**src/rtl/free_keys_pkg.sv**
```systemverilog
// Shared octave codes for the free-play input stage.
// free_tubs decodes the same octave encoding.
package free_keys_pkg;

   typedef logic [1:0] oct_t;

   localparam oct_t OCT_LO = 2'd0;
   localparam oct_t OCT_MI = 2'd1;
   localparam oct_t OCT_HI = 2'd2;

   localparam int NUM_KEYS = 7;

endpackage

```
**src/rtl/free_keys_debounce.sv**
```systemverilog
// Two-flop synchroniser followed by a stability-count debouncer.
// The debounced level flips only after DB_CYCLES consecutive differing cycles.
module key_debounce #(
   parameter int DB_CYCLES = 200000,
   parameter int CNT_W     = 18
) (
   input  logic clk,
   input  logic rst,
   input  logic raw,
   output logic level
);

   logic [1:0]       sync;
   logic [CNT_W-1:0] cnt;

   always_ff @(posedge clk) begin
      if (rst) begin
         sync  <= '0;
         level <= 1'b0;
         cnt   <= '0;
      end else begin
         sync <= {sync[0], raw};
         if (sync[1] != level) begin
            if (cnt == CNT_W'(DB_CYCLES - 1)) begin
               level <= ~level;
               cnt   <= '0;
            end else begin
               cnt <= cnt + 1'b1;
            end
         end else begin
            cnt <= '0;
         end
      end
   end

endmodule

```
**src/rtl/free_keys.sv**
```systemverilog
// Free-play input stage: debounced keys, note encoder, octave FSM.
// Build option OCTAVE_WRAP_EN makes octave stepping wrap instead of saturate.
module free_keys
   import free_keys_pkg::*;
#(
   parameter int DB_CYCLES = 200000,
   parameter int CNT_W     = 18
) (
   input  logic       clk,
   input  logic       rst,
   input  logic       en,
   input  logic [6:0] key_raw,
   input  logic       oct_up_raw,
   input  logic       oct_dn_raw,
   output logic [1:0] state,
   output logic [2:0] note,
   output logic       note_on
);

   logic [8:0] raw_all;
   logic [8:0] lvl;

   assign raw_all = {oct_dn_raw, oct_up_raw, key_raw};

   for (genvar g = 0; g < 9; g++) begin : g_db
      key_debounce #(
         .DB_CYCLES (DB_CYCLES),
         .CNT_W     (CNT_W)
      ) u_db (
         .clk   (clk),
         .rst   (rst),
         .raw   (raw_all[g]),
         .level (lvl[g])
      );
   end

   logic [NUM_KEYS-1:0] keys;
   logic                up_lvl;
   logic                dn_lvl;
   logic                up_q;
   logic                dn_q;
   logic                up_ev;
   logic                dn_ev;

   assign keys   = lvl[6:0];
   assign up_lvl = lvl[7];
   assign dn_lvl = lvl[8];
   assign up_ev  = up_lvl & ~up_q;
   assign dn_ev  = dn_lvl & ~dn_q;

   oct_t state_nxt;

   always_comb begin
      state_nxt = state;
      if (en && up_ev && !dn_ev) begin
         unique case (state)
            OCT_LO:  state_nxt = OCT_MI;
            OCT_MI:  state_nxt = OCT_HI;
`ifdef OCTAVE_WRAP_EN
            OCT_HI:  state_nxt = OCT_LO;
`else
            OCT_HI:  state_nxt = OCT_HI;
`endif
            default: state_nxt = OCT_MI;
         endcase
      end else if (en && dn_ev && !up_ev) begin
         unique case (state)
            OCT_HI:  state_nxt = OCT_MI;
            OCT_MI:  state_nxt = OCT_LO;
`ifdef OCTAVE_WRAP_EN
            OCT_LO:  state_nxt = OCT_HI;
`else
            OCT_LO:  state_nxt = OCT_LO;
`endif
            default: state_nxt = OCT_MI;
         endcase
      end
   end

   logic [2:0] enc;
   logic [2:0] note_nxt;

   // Scan high to low so the lowest pressed key is written last and wins.
   always_comb begin
      enc = '0;
      for (int i = NUM_KEYS - 1; i >= 0; i--) begin
         if (keys[i]) enc = 3'(i + 1);
      end
   end

   assign note_nxt = en ? enc : 3'd0;

   always_ff @(posedge clk) begin
      if (rst) begin
         state   <= OCT_MI;
         note    <= '0;
         note_on <= 1'b0;
         up_q    <= 1'b0;
         dn_q    <= 1'b0;
      end else begin
         state   <= state_nxt;
         note    <= note_nxt;
         note_on <= (note_nxt != 3'd0) && (note_nxt != note);
         up_q    <= up_lvl;
         dn_q    <= dn_lvl;
      end
   end

endmodule
```
**config.mk**
```make
export PLATFORM = sky130hd
export DESIGN_NAME = free_keys
export DESIGN_NICKNAME = d
export VERILOG_FILES = /design/src/rtl/free_keys_pkg.sv /design/src/rtl/free_keys_debounce.sv /design/src/rtl/free_keys.sv
export SDC_FILE = /design/constraint.sdc
export NUM_CORES = 1
export LEC_CHECK = 0
export CORE_ASPECT_RATIO = 0.5
export CORE_MARGIN = 2
export CORE_UTILIZATION = 45
export CTS_CLUSTER_SIZE = 25
export DETAILED_ROUTE_END_ITERATION = 16
export PLACE_DENSITY = 0.75
export REMOVE_ABC_BUFFERS = 1
export SYNTH_ARGS = -nofsm -noshare
export SYNTH_HDL_FRONTEND = slang
export SYNTH_SLANG_ARGS = --single-unit
```
**constraint.sdc**
```tcl
create_clock -name clk -period 1.94 [get_ports clk]
set_clock_uncertainty 0.1 [all_clocks]
set_input_delay 0.388 -clock clk [delete_from_list [all_inputs] [get_ports clk]]
set_output_delay 0.388 -clock clk [all_outputs]
set_load 0.03 [all_outputs]
```
==> results by group <==
Outcome
  • Status: complete, no violations

Timing
  • Final Cycle Share: 97.33%
  • Hold violation count in the final report: 0
  • Setup violators final: 0
  • Fin crit period: between 1500 and 2000 ps
  • Max Fclk: 0.5296 GHz
  • Slew HR: a little over three fifths
  • Max Slew Vio Count: 0
  • Worst-Margin Slew: 551.3 ps

Placement
  • GPL Wtd Cong: 0.7999
  • Port bufs: 17
  • Detailed Place HPWL: 10.02 mm

Die
  • Site row count: 35
  • Core area: 18310 um^2
  • Starting Density: a little under half
  • Io pins: 18
  • Die Width: 196.9 um
  • Die area: 19780 um^2
  • Die height: 100.5 um

Clock tree
  • Worst-Skew Late Latency: approximately 420 ps
  • Worst-path clk slew: roughly 70 ps
  • H-tree depth: 4
  • CTS Root Cell: clkbuf_16
  • CTS Sinks: 197
  • Postcts setup bufs: 0
  • Hold Buf Count CTS: 0
  • TritonCTS clock tree: yes
  • TritonCTS Buffers: 17
  • Max clock buf depth: 2

Power
  • Worst VDD drop: 579.8 uV
  • Leak pwr: ~3.2 nW
  • Pwr Density: 777.4 nW/um^2
  • Power Total: 7.447 mW

Synthesis
  • Synthesized instance count: slightly above 900
  • Main flop type after synthesis: dfxtp_1
  • Seq/Total Area, Yosys: 47.10%
  • Cell Area, Synth: 8373 um^2
  • Yosys cell types: 47
  • EDFF count, synth: 0
  • Async SR Flop Fraction: 0%
  • YS warnings: 0
  • Average size of a mapped cell: 9.003 um^2
  • Synth Register Bits: 197

Global route
  • Pin count of the biggest net entering global routing: 21
  • Gr usage total: ~15%
  • Vias in the first global route: 5835
  • Initial antenna violation count: 0
  • Gr ovfl total: 0
  • First-pass GRT wire length: 25.11 mm

Layout
  • Share of cells above drive strength 1: 9.026%
  • Most common cell after layout, fill and taps aside: nor2_1
  • P&R area growth vs syn: 14.41%
  • Most frequent cells in the layout: 199 x nor2_1, 197 x dfxtp_1, 84 x xor2_1
  • Nets: 996
  • # diodes: 0
  • Post-layout util: 52.33%

Worst setup path
  • Worst path top cell family by delay: simple AND/OR/NAND/NOR gates
  • Start of the worst register-to-register path: g_db[0].u_db.cnt[1]
  • CP endpoint kind: flip-flop
  • Critical path startpoint: g_db[0].u_db.cnt[1]
  • CP peak stage delay: 360 ps
  • Slowest cell on crit path: dfxtp_1
  • Critical Path, Cell by Cell: ha_2 -> and4_1 -> nand2_1 -> nor4_4 -> or3_4 -> buf_12 -> nor2_1
  • Crit-path max FO: 18
  • Critical Path RT: 2150 ps
  • CP Buf/Inv Count: 1
  • Crit start category: flip-flop
  • Critical setup path kind: reg -> reg
  • WP data arrival: ~2100 ps

Detailed routing
  • Residual DRC count: 0
  • Routed WL: 14.54 mm
  • Routed WL per cell: around 12 um
  • Vias per cell: roughly 5.0
  • Iteration-0 DRC Markers: ~300
  • Via count: 6170
  • Post-route ant nets: 0
  • Pre-Repair DR Iteration Count: 5

Hold path
  • HP Class: in -> reg
  • Worst hold start: rst

Flow run
  • Max-cap viol count: 0
==> per-layer routing <==
metal	GRT usage, %	routed length, um	vias to the layer above
li1	-	-	3213
met1	17.91	6810	2888
met2	28.21	7198	55
met3	3.747	362	14
met4	3.933	168	0
met5	0	0	-
==> kinds of logic (layout without fill, tap and decap cells) <==
kind of cell	count (synthesis)	after routing	share of synthesized area (%)
AOI/OAI and AO/OA	11	11	0.8520
xor gates and xnor gates	153	153	16.00
adders and majority gates	11	11	1.644
buffers and inverters	51	107	3.257
DFF	197	197	47.10
muxes	10	10	1.210
and+or+nand+nor	497	497	29.93
==> power by group <==
part / switching (mW) / internal (mW) / leakage, nW
Sequential: 0.0115 / 4.06 / 1.59
Combinational: 0.0620 / 0.0661 / 1.31
Clock: 1.56 / 1.68 / 0.266
Total: 1.63 / 5.81 / 3.16
==> metrics by stage <==
step                      area, um^2  hold WS [ps]  cells  TNS (ps)  worst slack (ps)
after floorplan                 8187         313.8    902         0             33.47
after global placement          8970         317.8   1193    -7.482            -7.482
after detailed placement        8970         322.0   1193    -53.23            -42.37
after CTS                       9519         268.1   1225         0             2.838
after global routing            9579         294.0   1226    -246.8            -27.37
final                           9579         274.9   1226         0             51.81
==> cell type report <==
type / instances / area [um^2]
Fill cell: 1598 / 8726
Multi-Input combinational cell: 682 / 4214
Sequential cell: 197 / 3944
Timing Repair Buffer: 52 / 488.0
Clock buffer: 18 / 429.2
Tap cell: 240 / 300.3
Clock inverter: 14 / 117.6
Inverter: 23 / 86.33
==> Yosys cell counts (8+ instances only) <==
master / instances / area, um^2
nor2b_1: 22 / 137.6
nor2_1: 201 / 754.5
nor4b_1: 8 / 70.07
nor4_1: 15 / 93.84
buf_2: 10 / 50.05
nand4_1: 32 / 200.2
nor3_1: 22 / 110.1
and4_1: 15 / 131.4
xor2_1: 84 / 735.7
or3_1: 8 / 50.05
mux2i_1: 9 / 90.09
ha_1: 11 / 137.6
xnor2_1: 69 / 604.3
nand2_1: 57 / 214.0
nand3_1: 59 / 295.3
dfxtp_1: 197 / 3944
and3_1: 23 / 143.9
clkbuf_1: 8 / 30.03
inv_1: 23 / 86.33
==> worst paths after layout <==
| path | end | slack [ps] | cells past startpoint |
|---|---|---|---|
| min | g_db[7].u_db.level | 270 | 2 |
| min reg2reg | g_db[8].u_db.sync[1] | 340 | 1 |
| max reg2reg | g_db[0].u_db.cnt[15] | 50 | 7 |
| max | g_db[0].u_db.cnt[15] | 50 | 7 |
==> registers in the layout, indices dropped and copies added, names as in the netlist <==
signal	count
dn_q	1
g_db.u_db.cnt	162
g_db.u_db.level	9
g_db.u_db.sync	18
note	3
note_on	1
state	2
up_q	1
==> timing repair <==
item / 4_1_cts / 5_1_grt
gates cloned: 0 / 1
pin swaps: 0 / 1
endpoints found under the setup margin: 28 / 67
resized for setup: 9 / 13
No activity file was read; power rests on OpenSTA's default activity.
